`src/rtl/alu9900_pkg.sv`:
```
// Shared ALU opcodes and multiply/divide sequencer state encodings.
package alu9900_pkg;

    localparam logic [3:0] ALU_LOAD1 = 4'h0;
    localparam logic [3:0] ALU_ADD   = 4'h2;
    localparam logic [3:0] ALU_SUB   = 4'h3;

    typedef enum logic [1:0] {
        ST_IDLE  = 2'd0,
        ST_CHECK = 2'd1,
        ST_ITER  = 2'd2,
        ST_DONE  = 2'd3
    } mdState_t;

endpackage

```
`src/rtl/muldiv9900.sv`:
```
// Iterative 16x16 multiply / 32/16 restoring divide sequencer driving an external ALU.
// Optional macro MULDIV_ZERO_SKIP_EN shortcuts zero-operand cases.
module muldiv9900
    import alu9900_pkg::*;
(
    input  logic        clk,
    input  logic        reset_n,
    input  logic        start,
    input  logic        op_div,
    input  logic [15:0] da_hi,
    input  logic [15:0] da_lo,
    input  logic [15:0] sa,
    output logic        busy,
    output logic        done,
    output logic [15:0] res_hi,
    output logic [15:0] res_lo,
    output logic        overflow,
    output logic [16:0] alu_arg1,
    output logic [15:0] alu_arg2,
    output logic [3:0]  alu_ope,
    output logic        alu_compare,
    input  logic [15:0] alu_result,
    input  logic        alu_carry
);

    mdState_t    r_state;
    mdState_t    w_nextState;
    logic [3:0]  r_cnt;
    logic        r_opDiv;
    logic [15:0] r_sa;
    logic [15:0] r_wHi;
    logic [15:0] r_wLo;
    logic        r_done;
    logic [15:0] r_resHi;
    logic [15:0] r_resLo;
    logic        r_ovf;
    logic [15:0] w_divShift;

`ifdef MULDIV_ZERO_SKIP_EN
    logic w_mpyZero;
    assign w_mpyZero = (da_hi == 16'h0000) || (sa == 16'h0000);
`endif

    // During DIV, r_wHi is the partial remainder and r_wLo shifts dividend bits out / quotient bits in.
    assign w_divShift  = {r_wHi[14:0], r_wLo[15]};
    assign busy        = (r_state != ST_IDLE);
    assign done        = r_done;
    assign res_hi      = r_resHi;
    assign res_lo      = r_resLo;
    assign overflow    = r_ovf;
    assign alu_compare = 1'b0;

    always_ff @(posedge clk or negedge reset_n) begin
        if (!reset_n) r_state <= ST_IDLE;
        else          r_state <= w_nextState;
    end

    always_comb begin
        w_nextState = r_state;
        alu_ope     = ALU_LOAD1;
        alu_arg1    = 17'h0;
        alu_arg2    = 16'h0;
        case (r_state)
            ST_IDLE: begin
                if (start) begin
                    w_nextState = op_div ? ST_CHECK : ST_ITER;
`ifdef MULDIV_ZERO_SKIP_EN
                    if (!op_div && w_mpyZero) w_nextState = ST_DONE;
`endif
                end
            end
            ST_CHECK: begin
                alu_ope  = ALU_SUB;
                alu_arg1 = {1'b0, r_wHi};
                alu_arg2 = r_sa;
                if (alu_carry) w_nextState = ST_DONE;
`ifdef MULDIV_ZERO_SKIP_EN
                else if ((r_wHi == 16'h0000) && (r_wLo == 16'h0000)) w_nextState = ST_DONE;
`endif
                else w_nextState = ST_ITER;
            end
            ST_ITER: begin
                if (r_opDiv) begin
                    alu_ope  = ALU_SUB;
                    alu_arg1 = {r_wHi, r_wLo[15]};
                    alu_arg2 = r_sa;
                end else begin
                    alu_arg1 = {1'b0, r_wHi};
                    if (r_wLo[0]) begin
                        alu_ope  = ALU_ADD;
                        alu_arg2 = r_sa;
                    end
                end
                if (r_cnt == 4'd15) w_nextState = ST_DONE;
            end
            ST_DONE: w_nextState = ST_IDLE;
            default: w_nextState = ST_IDLE;
        endcase
    end

    always_ff @(posedge clk or negedge reset_n) begin
        if (!reset_n) begin
            r_cnt   <= 4'd0;
            r_opDiv <= 1'b0;
            r_sa    <= 16'h0;
            r_wHi   <= 16'h0;
            r_wLo   <= 16'h0;
            r_done  <= 1'b0;
            r_resHi <= 16'h0;
            r_resLo <= 16'h0;
            r_ovf   <= 1'b0;
        end else begin
            r_done <= 1'b0;
            case (r_state)
                ST_IDLE: begin
                    if (start) begin
                        r_opDiv <= op_div;
                        r_sa    <= sa;
                        r_ovf   <= 1'b0;
                        r_cnt   <= 4'd0;
                        if (op_div) begin
                            r_wHi <= da_hi;
                            r_wLo <= da_lo;
                        end else begin
                            r_wHi <= 16'h0;
`ifdef MULDIV_ZERO_SKIP_EN
                            r_wLo <= w_mpyZero ? 16'h0 : da_hi;
`else
                            r_wLo <= da_hi;
`endif
                        end
                    end
                end
                ST_CHECK: begin
                    if (alu_carry) r_ovf <= 1'b1;
                end
                ST_ITER: begin
                    r_cnt <= r_cnt + 4'd1;
                    if (r_opDiv) begin
                        r_wHi <= alu_carry ? alu_result : w_divShift;
                        r_wLo <= {r_wLo[14:0], alu_carry};
                    end else begin
                        {r_wHi, r_wLo} <= {alu_carry, alu_result, r_wLo[15:1]};
                    end
                end
                ST_DONE: begin
                    r_done <= 1'b1;
                    // A completed divide holds quotient in r_wLo and remainder in r_wHi.
                    if (r_opDiv && !r_ovf) begin
                        r_resHi <= r_wLo;
                        r_resLo <= r_wHi;
                    end else begin
                        r_resHi <= r_wHi;
                        r_resLo <= r_wLo;
                    end
                end
                default: ;
            endcase
        end
    end

endmodule

```
`config.mk`:
```
export PLATFORM = sky130hd
export DESIGN_NAME = muldiv9900
export DESIGN_NICKNAME = d
export VERILOG_FILES = /design/src/rtl/alu9900_pkg.sv /design/src/rtl/muldiv9900.sv
export SDC_FILE = /design/constraint.sdc
export NUM_CORES = 1
export LEC_CHECK = 0
export ABC_AREA = 0
export BUFFER_PORTS_ARGS = -buffer_cell sky130_fd_sc_hd__buf_4
export CAP_MARGIN = 20
export CORE_MARGIN = 5
export CORE_UTILIZATION = 45
export CTS_CLUSTER_SIZE = 24
export DETAILED_ROUTE_END_ITERATION = 16
export HOLD_SLACK_MARGIN = 0.06
export PLACE_DENSITY_LB_ADDON = 0.08
export SLEW_MARGIN = 40
export SYNTH_ARGS = -nofsm -noshare
export SYNTH_HDL_FRONTEND = slang
export SYNTH_SLANG_ARGS = --single-unit
```
`constraint.sdc`:
```
create_clock -name clk -period 4 [get_ports clk]
set_clock_uncertainty 0.15 [all_clocks]
set_input_delay 0.4 -clock clk [delete_from_list [all_inputs] [get_ports clk]]
set_output_delay 0.4 -clock clk [all_outputs]
set_load 0.1 [all_outputs]
```
* Word level (Yosys, flattened, before mapping)
Cells that the tools add are included.
** Storage, ports and cells
- Word-level logic and storage cells :: 58
- Output and inout bits :: 73
- Register bits after elaboration :: 89
- Input port bits :: 69
** Operators by class
- Add/subtract/negate cells :: 1
- Equal/unequal tests :: 7
- Reductions and logical operators :: 10
- Muxes and demuxes :: 30
** Operators with widths (count)
- 16-bit 2-to-1 mux :: 11
- 16-bit case mux with 2 select lines :: 3
- 17-bit case mux with 2 select lines :: 1
- 17-bit 2-to-1 mux :: 1
- 2-bit 2-to-1 mux :: 5
- 2-bit case mux with 4 select lines :: 1
- 4-bit case mux with 2 select lines :: 1
- 2-bit inequality test (second input constant) :: 3
- 2-bit AND reduction :: 3
- 2-bit nonzero test :: 3
- 4-bit by 1-bit adder with 4-bit output (second input constant) :: 1
- 2-bit == test (second input constant) :: 2
- 4-bit == test (second input constant) :: 1
- 1-bit 2-to-1 mux :: 4
- 4-bit 2-to-1 mux :: 1
- 2-bit case mux with 2 select lines :: 1
- 3-bit AND reduction :: 1
- 2-bit by 1-bit == test with 1-bit output (second input constant) :: 1
- 2-bit zero test :: 1
- 1-bit case mux with 2 select lines :: 1
- 1-bit logical AND :: 1
- 1-bit zero test :: 1

* Longest topological paths before layout
Gate-level depths: netlist of the first run.
- Depth in word-level cells :: 3
- Mapped depth :: 8
- Mapped depth without buffers :: 5

* Worst setup path after synthesis of the first run
Ideal clock, no wire load.
- Path kind :: reg-to-output
- Start point :: register r_state[0]
- End point :: output port alu_arg1[10]
- Setup slack :: 0.031 ns
- Data required time :: 3.450 ns
- Path buffers :: 3
- Cell stages (with the launch flop) :: 8
- Arrival time :: 3.419 ns
- Cell sequence :: dfrtp_1 -> inv_1 -> ha_1 -> buf_4 -> buf_4 -> buf_2 -> nand3_1 -> a21boi_0
** Between the ends
- Word-level cells in the longest chain between the ends :: 2
- Elaborated cells between the ends (all ways) :: 3
- Classes of those cells :: eq/ne: 2; mux: 1
** RTL lines
- start: declaration :: line muldiv9900.sv:26 : mdState_t r_state;
- start signal: assignment :: line muldiv9900.sv:55 : else r_state <= w_nextState;
- 2-bit == test or 2-bit by 1-bit == test with 1-bit output (tied branches) :: line muldiv9900.sv:63 : case (r_state)
- 17-bit case mux with 2 select lines * :: line muldiv9900.sv:63
- end: declaration :: line muldiv9900.sv:18 : output logic [16:0] alu_arg1,
Mark *: on every way between the ends. The rest lies on a longest branch, timed or not.

* Worst setup path in the final report of the first run
- Start point :: register r_state[0]
- End point :: output port alu_arg2[14]
** Between the ends
- Word-level cells in the longest chain between the ends :: 2
- Elaborated cells between the ends (all ways) :: 3
- Classes of those cells :: eq/ne: 2; mux: 1
** RTL lines
- 2-bit == test or 2-bit by 1-bit == test with 1-bit output (tied branches) :: line muldiv9900.sv:63
- 16-bit case mux with 2 select lines * :: line muldiv9900.sv:63
- end: declaration :: line muldiv9900.sv:19 : output logic [15:0] alu_arg2,
Marked as above.

==> results.md, run 1 <==
* Outcome: completed
* CTS Buffer Depth at 2
* Fin Hold WS at 0.145 ns
* Htree depth at 3
* GRT overflow at 0
* Setup TNS at 0 ns
* Max_cap viols at 0
* Critical Path RT at 3.45 ns
* RSZ-0062 raised after global routing: no
* Synthesis-to-layout area growth at 21.9%
* Netlist cell types at 42
* Worst setup EP type: output pin
* CTS resizes at 0
* Pin count of the biggest net entering global routing at 66
* Vias in the first global route at 4,589
* Final WL at 14,600 um
* CP Class: reg2out
* Final min period at 3.31 ns
* Clk Latency, worst-skew pair at 0.33 ns
* Pre-antenna DRT Iters at 5
* Routed via count at 4,513
* Synth Cell Area at 5490 um2
* Syn Area/Cell at 9.43 um2
* Max Fclk at 302 MHz
* Die height at 120 um
* Row cnt at 40
* Final Hold Fails at 0
* Die area at 14,500 um2
* # DRC at 0
* Crit path max fanout at 30
* Final #Nets at 762
* Post-synth EDFFs at 0
* Inserted Clock Buffers at 9
* IO Pins at 142
* Initial antenna violation count at 0
* Slew @ Worst Pin at 0.680 ns
* GRT Total Usage at 20.5%
* Post-DP HPWL at 10,500 um
* CTS tree: yes
* Via density at 5.40
* First-pass GRT wire length at 23,900 um
* Layout cell share with drive strength beyond 1 at 31.6%
* Die extent in x at 120 um
* CP arrival at 2.76 ns
* Tcrit/Tclk final at 82.7%
* Synth Warn # at 0
* Max-slew headroom at 54.7%
* Synth Register Bits at 89
* Initial Util at 45.9%
* Clock slew at reported path FFs at 0.06 ns
* # setup viols final at 0
* Routability cong. at 0.853
* Layout fillers at 1,102
* Sequential share of the synthesized area at 40.6%
* Clock root cell: clkbuf_16
* Synth Flop Type: dfrtp_1
* Clock tree sinks at 89
* Port Buffers at 138
* Syn Inst Count at 582
* Final max-slew violation count at 0
* Core ar. at 12,000 um2
* N_diodes at 0
* Hold Crit Class: in2reg
* Average routed wire per standard cell at 17.5 um
* Startpoint types: flop
* Final antenna-violating net count at 0
* DRT iter0 DRCs at 275
* Ys async rst share at 100%
-- registers in the layout, summed over array words and instances (netlist names) --
register	flops
done	1
r_sa	16
res_lo	16
r_state	2
r_cnt	4
r_wHi	16
r_wLo	16
res_hi	16
overflow	1
r_opDiv	1
-- cell usage in the layout (no fill, tap or decap), types with 3 or more instances in the layout --
cell       count
o21ai_0       26
nand2_1       83
conb_1         3
o21ai_1       11
nand3b_1       3
a21oi_1       37
o21ai_2        6
nor2_1        48
mux2i_1       50
and2_1        15
a21boi_0       5
nand3_1        7
inv_1          4
nor2b_1       13
mux2_2        45
clkbuf_16      9
ha_1           5
a21o_1        16
buf_4        141
dfrtp_1       88
a22oi_1       11
a31oi_1       33
-- Yosys cell counts, types with 6 or more instances --
master / count / area [um2]
a31oi_1: 33 / 206
nand3_1: 7 / 35.0
dfrtp_1: 89 / 2230
clkbuf_1: 9 / 33.8
nor2_1: 48 / 180
buf_4: 12 / 90.1
buf_6: 10 / 113
a21oi_1: 37 / 185
a22oi_1: 11 / 82.6
nor2b_1: 14 / 87.6
a21o_1: 16 / 120
mux2_2: 45 / 507
buf_2: 14 / 70.1
mux2i_1: 50 / 500
ha_1: 7 / 87.6
o21ai_0: 26 / 130
and2_1: 15 / 93.8
o21ai_1: 11 / 55.1
nand2_1: 83 / 312
o21ai_2: 6 / 52.6
-- worst paths after layout --
path / start / end / slack (ns) / depth (start not counted)
max in group asynchronous: reset_n / res_lo[12]$_DFFE_PN0P_ / 2.47 / 3
min reg2reg: r_sa[1]$_DFFE_PN0P_ / r_sa[1]$_DFFE_PN0P_ / 0.35 / 1
min in group asynchronous: reset_n / res_hi[4]$_DFFE_PN0P_ / 0.48 / 2
max: r_state[0]$_DFFE_PN0P_ / alu_arg2[14] / 0.69 / 6
max reg2reg: r_state[0]$_DFFE_PN0P_ / r_wHi[4]$_DFFE_PN0P_ / 1.31 / 7
min: sa[8] / r_sa[8]$_DFFE_PN0P_ / 0.14 / 2
-- final cells by class --
type / count / area (um2) / share of cell area, %
clock buffer: 11 / 243 / 3.63
clock inverter: 3 / 42.5 / 0.636
inverter: 4 / 15.0 / 0.224
multi-input combinational: 439 / 2890 / 43.3
sequential: 89 / 2230 / 33.4
tap: 147 / 184 / 2.75
timing repair buffer: 143 / 1080 / 16.1
-- metal layers --
metal  part of all wire (%)  track usage [%]  vias to the layer above
met2                     46             32.2                      111
met1                     46             28.1                     2142
met3                    6.3             5.10                       15
met4                    1.5             6.16                        0
met5                      0                0                        -
li1                       -                -                     2245
-- cells by family after synthesis --
kind of cell    after synthesis  share of synthesized area, %
compound gates              151                          16.8
xor+xnor                      1                         0.160
fa+ha+maj                     7                          1.60
buf+inv                      56                          7.20
flops                        89                          40.6
mux                          97                          19.0
other cells                   1                        0.0683
simple gates                180                          14.5
-- worst max-delay path, cell delays in order, from the launching register on --
cell,delay (ns)
dfrtp_1,0.43
inv_1,0.15
ha_2,0.59
o21ai_0,0.23
a21boi_2,0.50
and2_1,0.21
buf_4,0.29
-- timing repair --
item	4_1_cts	5_1_grt
setup buffers	0	0
endpoints found under the hold margin	63	0
hold buffers	1	0
-- metrics by stage --
| step | util, % | setup slack, ns | instance area, um2 | std cells |
|---|---|---|---|---|
| 2_1_floorplan | - | 0.0315 | 5500 | 584 |
| 3_3_place_gp | 53.3 | 1.20 | 6370 | 821 |
| 3_5_place_dp | 53.5 | 1.03 | 6390 | 821 |
| 4_1_cts | 55.9 | 0.665 | 6690 | 836 |
| 5_1_grt | 55.9 | 0.483 | 6690 | 836 |
| 6_report | 55.9 | 0.692 | 6690 | 836 |
Power of run 1 is left out: the tool's default activity adds up to more than one toggle a clock period on the data nets, which glitch-free logic cannot reach.
==> inputs of run 2 (changes only) <==
--- a/config.mk
+++ b/config.mk
@@ -5,7 +5,7 @@
 export SDC_FILE = /design/constraint.sdc
 export NUM_CORES = 1
 export LEC_CHECK = 0
-export ABC_AREA = 0
+export ABC_AREA = 1
 export BUFFER_PORTS_ARGS = -buffer_cell sky130_fd_sc_hd__buf_4
 export CAP_MARGIN = 20
 export CORE_MARGIN = 5
==> constraint.sdc (replaced) <==
create_clock -name clk -period 2.8 [get_ports clk]
set_clock_uncertainty 0.15 [all_clocks]
set_input_delay 0.28 -clock clk [delete_from_list [all_inputs] [get_ports clk]]
set_output_delay 0.28 -clock clk [all_outputs]
set_load 0.1 [all_outputs]
==> results.md, run 2 <==
* Outcome: completed
* Port Buffers at 138
* Max Fclk at 372 MHz
* R2R depth at 7
* Routability cong. at 0.835
* Synth area leader: dfrtp_1
* # DRC at 0
* Layout cell share with drive strength beyond 1 at 23.5%
* Crit path max fanout at 23
* Initial antenna violation count at 0
* Clock tree sinks at 89
* Synth Flop Type: dfrtp_1
* Clk Latency, worst-skew pair at 0.34 ns
* CP arrival at 2.26 ns
* Most frequent cells in the layout: nand2_1 (306), buf_4 (147), nor2_1 (128)
* N_diodes at 0
* Row cnt at 40
* Most frequent cell after synthesis: nand2_1
* Average routed wire per standard cell at 14.4 um
* Inserted Clock Buffers at 9
* Routed via count at 5,606
* Final min period at 2.69 ns
* Die area at 14,500 um2
* Worst Hold End: r_sa[9]$_DFFE_PN0P_
* Max-slew headroom at 52.0%
* Synth top area share at 40.6%
* IO Pins at 142
* Worst reg2reg setup slack at 0.74 ns
* Synth Warn # at 0
* # setup viols final at 0
* Synthesis-to-layout area growth at 29.4%
* Final WL at 15,900 um
* First-pass GRT wire length at 26,200 um
* Critical Path RT at 2.37 ns
* Pin count of the biggest net entering global routing at 54
* R2R Path End: r_wHi[9]$_DFFE_PN0P_
* Pre-antenna DRT Iters at 6
* DRT iter0 DRCs at 470
* Post-CTS setup buffers at 0
* Synth Register Bits at 89
* Clock slew at reported path FFs at 0.07 ns
* CTS Buffer Depth at 2
* GRT overflow at 0
* Ys async rst share at 100%
* Final #Nets at 1,029
* Synth Cell Area at 5480 um2
* Die height at 120 um
* Startpoint types: flop
* Die extent in x at 120 um
* Final max-slew violation count at 0
* Hold_sp: start
* Htree depth at 3
* CTS tree: yes
* Hold Crit Class: in2reg
* Core ar. at 12,000 um2
* Clock root cell: clkbuf_16
* RSZ-0062 raised after global routing: no
* DP Worst Slack at 0.452 ns
* Post-synth EDFFs at 0
* Final Hold Fails at 0
* Vias in the first global route at 5,197
* Ranking of synthesized cells by area: dfrtp_1 (41%), nand2_1 (21%), nor2_1 (8.8%)
* Fin Hold WS at 0.149 ns
* Worst setup EP type: output pin
* Max_cap viols at 0
* Slew @ Worst Pin at 0.720 ns
* Syn Inst Count at 824
* Reg2Reg Launch Point: r_state[0]$_DFFE_PN0P_
* GRT Total Usage at 22.3%
* CP Class: reg2out
* Final antenna-violating net count at 0
* Via density at 5.07
* PnR worst setup slack at 0.113 ns
* Cells on Worst Hold Path at 4
* Commonest non-fill, non-tap cell in the layout: nand2_1
* Setup TNS at 0 ns
* Post-DP HPWL at 11,600 um
* Sequential share of the synthesized area at 40.6%
* Commonest cells post-synth: nand2_1 (306), nor2_1 (128), dfrtp_1 (89), inv_1 (60), nand3_1 (54)
* Netlist cell types at 26
* Tcrit/Tclk final at 96.0%
* Syn Area/Cell at 6.65 um2
* Initial Util at 45.8%
run 2: cell types whose count changed in the layout (fill, tap and decap cells not counted), sizes merged, moves of 16 or more:
cell         delta
mux2i          -51
nor2           +80
mux2           -46
dlygate4sd3    +16
inv            +66
a21o           -16
nand3          +47
nand2         +226
run 2: what timing repair did:
item                                    4_1_cts  5_1_grt
gates resized for setup                       0        3
hold buffers                                 17        0
endpoints found under the setup margin        0       15
endpoints found under the hold margin        52        0
run 2: critical path, cell delays in order (launching register included):
cell and delay (ns):
dfrtp_1 0.40, inv_1 0.17, ha_1 0.28, buf_6 0.23, nand2_1 0.07, nand2_1 0.07
nand2_2 0.19, nor2_1 0.18, buf_4 0.32
run 2: layout make-up:
class,count,area [um2]
fill,1129,4870
multi-input combinational,617,2780
sequential,89,2230
timing repair buffer,168,1340
inverter,68,255
clock buffer,10,229
tap,147,184
clock inverter,6,75.1
run 2: worst max-delay path by stage:
stage	start	depth (start not counted)	to
final	r_state[0]$_DFFE_PN0P_	8	alu_arg2[14]
after global routing	r_state[0]$_DFFE_PN0P_	8	alu_arg2[10]
after CTS	r_state[0]$_DFFE_PN0P_	8	alu_arg2[1]
after detailed placement	r_state[0]$_DFFE_PN0P_	8	alu_arg2[1]
after global placement	r_state[0]$_DFFE_PN0P_	8	alu_arg2[2]
after floorplan	r_state[0]$_DFFE_PN0P_	8	alu_arg2[0]
run 2: logic make-up after synthesis:
group | count (synthesis) | share of synthesized area, %
and+or+nand+nor | 509 | 37.0
buffers and inverters | 120 | 9.75
AOI/OAI and AO/OA | 98 | 10.9
DFF | 89 | 40.6
adders and majority gates | 7 | 1.60
other | 1 | 0.0684
run 2: layer usage:
layer	up-vias	wire (um)	global-route usage (%)
li1	2824	-	-
met1	2561	7580	34.1
met2	211	6990	32.9
met3	10	1210	3.55
met4	0	131	5.67
met5	-	0	0
run 2: metrics by stage:
stage / util, % / std cells / instance area, um2
after detailed placement: 55.3 / 1072 / 6610
after floorplan: - / 826 / 5540
after global placement: 55.3 / 1072 / 6610
final: 59.3 / 1105 / 7090
after global routing: 59.3 / 1105 / 7090
after CTS: 59.2 / 1105 / 7080
Power of run 2 is left out for the same reason.
==> inputs of run 3 (changes only) <==
--- a/config.mk
+++ b/config.mk
@@ -9,7 +9,7 @@
 export BUFFER_PORTS_ARGS = -buffer_cell sky130_fd_sc_hd__buf_4
 export CAP_MARGIN = 20
 export CORE_MARGIN = 5
-export CORE_UTILIZATION = 45
+export CORE_UTILIZATION = 49
 export CTS_CLUSTER_SIZE = 24
 export DETAILED_ROUTE_END_ITERATION = 16
 export HOLD_SLACK_MARGIN = 0.06
==> results.md, run 3 (synthesis gave the netlist of run 2 again) <==
* Outcome: completed
* # setup viols final at 0
* IO Pins at 142
* Htree depth at 3
* CP arrival at 2.24 ns
* Via density at 5.18
* Top delay family on crit path: buffers and inverters
* Average routed wire per standard cell at 14.4 um
* Critical-path cell list: inv_1, ha_2, inv_2, o21ai_4, buf_12, nand2_1, a21oi_2, buf_4
* Clock tree sinks at 89
* R2R Path End: r_wLo[1]$_DFFE_PN0P_
* Row cnt at 38
* Max-slew headroom at 60.7%
* Clock slew at reported path FFs at 0.09 ns
* Final WL at 15,800 um
* Pre-antenna DRT Iters at 8
* Crit path to: alu_arg1[13]
* Final max-slew violation count at 0
* Initial Util at 50.3%
* Crit path max fanout at 14
* CP Class: reg2out
* Port Buffers at 138
* Max Fclk at 374 MHz
* First-pass GRT wire length at 25,600 um
* RSZ-0062 raised after global routing: no
* Critical Path RT at 2.37 ns
* Slowest CP cell: dfrtp_1
* Routability cong. at 0.868
* Synthesis-to-layout area growth at 29.4%
* Worst reg2reg setup slack at 0.70 ns
* CP Buf/Inv Count at 4
* Fin Hold WS at 0.119 ns
* Routed via count at 5,677
* Max_cap viols at 0
* Pin count of the biggest net entering global routing at 66
* Vias in the first global route at 5,181
* Commonest non-fill, non-tap cell in the layout: nand2_1
* Final Hold Fails at 0
* Die extent in x at 116 um
* Final min period at 2.67 ns
* R2R depth at 8
* Startpoint types: flop
* Worst setup EP type: output pin
* Most frequent cells in the layout: nand2_1 (306), nor2_1 (128), buf_4 (128)
* Layout fillers at 954
* Core ar. at 10,900 um2
* CTS Buffer Depth at 2
* Reg2Reg Launch Point: r_state[0]$_DFFE_PN0P_
* Final #Nets at 1,028
* Post-DP HPWL at 11,300 um
* Critical Path Source: r_state[0]$_DFFE_PN0P_
* Slew @ Worst Pin at 0.589 ns
* DRT iter0 DRCs at 473
* Hold_sp: alu_result[6]
* Layout cell share with drive strength beyond 1 at 23.5%
* Clk Latency, worst-skew pair at 0.37 ns
* CTS tree: yes
* Die area at 13,400 um2
* CP peak stage delay at 0.41 ns
* # DRC at 0
* Hold Crit Class: in2reg
* GRT overflow at 0
* GRT Total Usage at 24.0%
* N_diodes at 0
* Inserted Clock Buffers at 9
* Die height at 116 um
* Final antenna-violating net count at 0
* Initial antenna violation count at 0
* Clock root cell: clkbuf_8
* Instance count on the critical path at 8
* Tcrit/Tclk final at 95.5%
[run 3: cell types whose count changed in the layout (fill, tap and decap cells not counted), moves of 8 or more]
cell,before,now
clkbuf_8,0,9
clkbuf_16,9,1
buf_6,2,18
buf_4,147,128
[run 3: cell type report]
cell class	count	area (um2)	area share, %
Inverter	68	258	3.64
Clock buffer	9	124	1.75
Sequential cell	89	2230	31.4
Clock inverter	6	92.6	1.31
Tap cell	140	175	2.47
Multi-Input combinational cell	617	2790	39.4
Timing Repair Buffer	167	1420	20.0
[run 3: worst min-delay path by stage]
stage / to / slack (ns) / cells past startpoint
after floorplan: done$_DFF_PN0_ / -0.17 / 0
after global placement: r_sa[2]$_DFFE_PN0P_ / 0.13 / 1
after detailed placement: r_sa[2]$_DFFE_PN0P_ / 0.13 / 1
after CTS: r_wHi[6]$_DFFE_PN0P_ / 0.11 / 5
after global routing: r_wHi[6]$_DFFE_PN0P_ / 0.12 / 5
final: r_wHi[6]$_DFFE_PN0P_ / 0.12 / 5
[run 3: routing by layer]
metal | GRT usage, % | up-vias | wire, um | share of wire [%]
met3 | 3.50 | 22 | 1190 | 7.5
met4 | 6.81 | 0 | 253 | 1.6
met1 | 36.3 | 2616 | 7410 | 47
met2 | 36.1 | 221 | 6940 | 44
li1 | - | 2818 | - | -
met5 | 0 | - | 0 | 0
[run 3: per-stage QoR]
| step | utilization [%] | cells | cell area [um2] | setup slack, ns | setup TNS [ns] |
|---|---|---|---|---|---|
| global route | 65.1 | 1096 | 7090 | 0.0164 | 0 |
| global placement | 60.4 | 1062 | 6580 | 0.452 | 0 |
| finish | 65.1 | 1096 | 7090 | 0.126 | 0 |
| CTS | 64.0 | 1094 | 6970 | 0.0164 | 0 |
| detailed placement | 60.4 | 1062 | 6580 | 0.273 | 0 |
| floorplan | - | 826 | 5540 | -0.0401 | -0.361 |
[run 3: repair_timing]
item | CTS | global route
resized for setup | 1 | 21
cloned | 0 | 1
endpoints found under the setup margin | 14 | 29
endpoints found under the hold margin | 52 | 0
setup buffers | 0 | 1
pin swaps | 0 | 1
hold buffers | 17 | 0
[run 3: tightest hold or removal path, cell delays in order]
cell	delay [ns]
buf_4	0.11
nand2_1	0.05
nand2_1	0.05
nand2_1	0.07
a21oi_2	0.04
Power of run 3 is left out for the same reason.
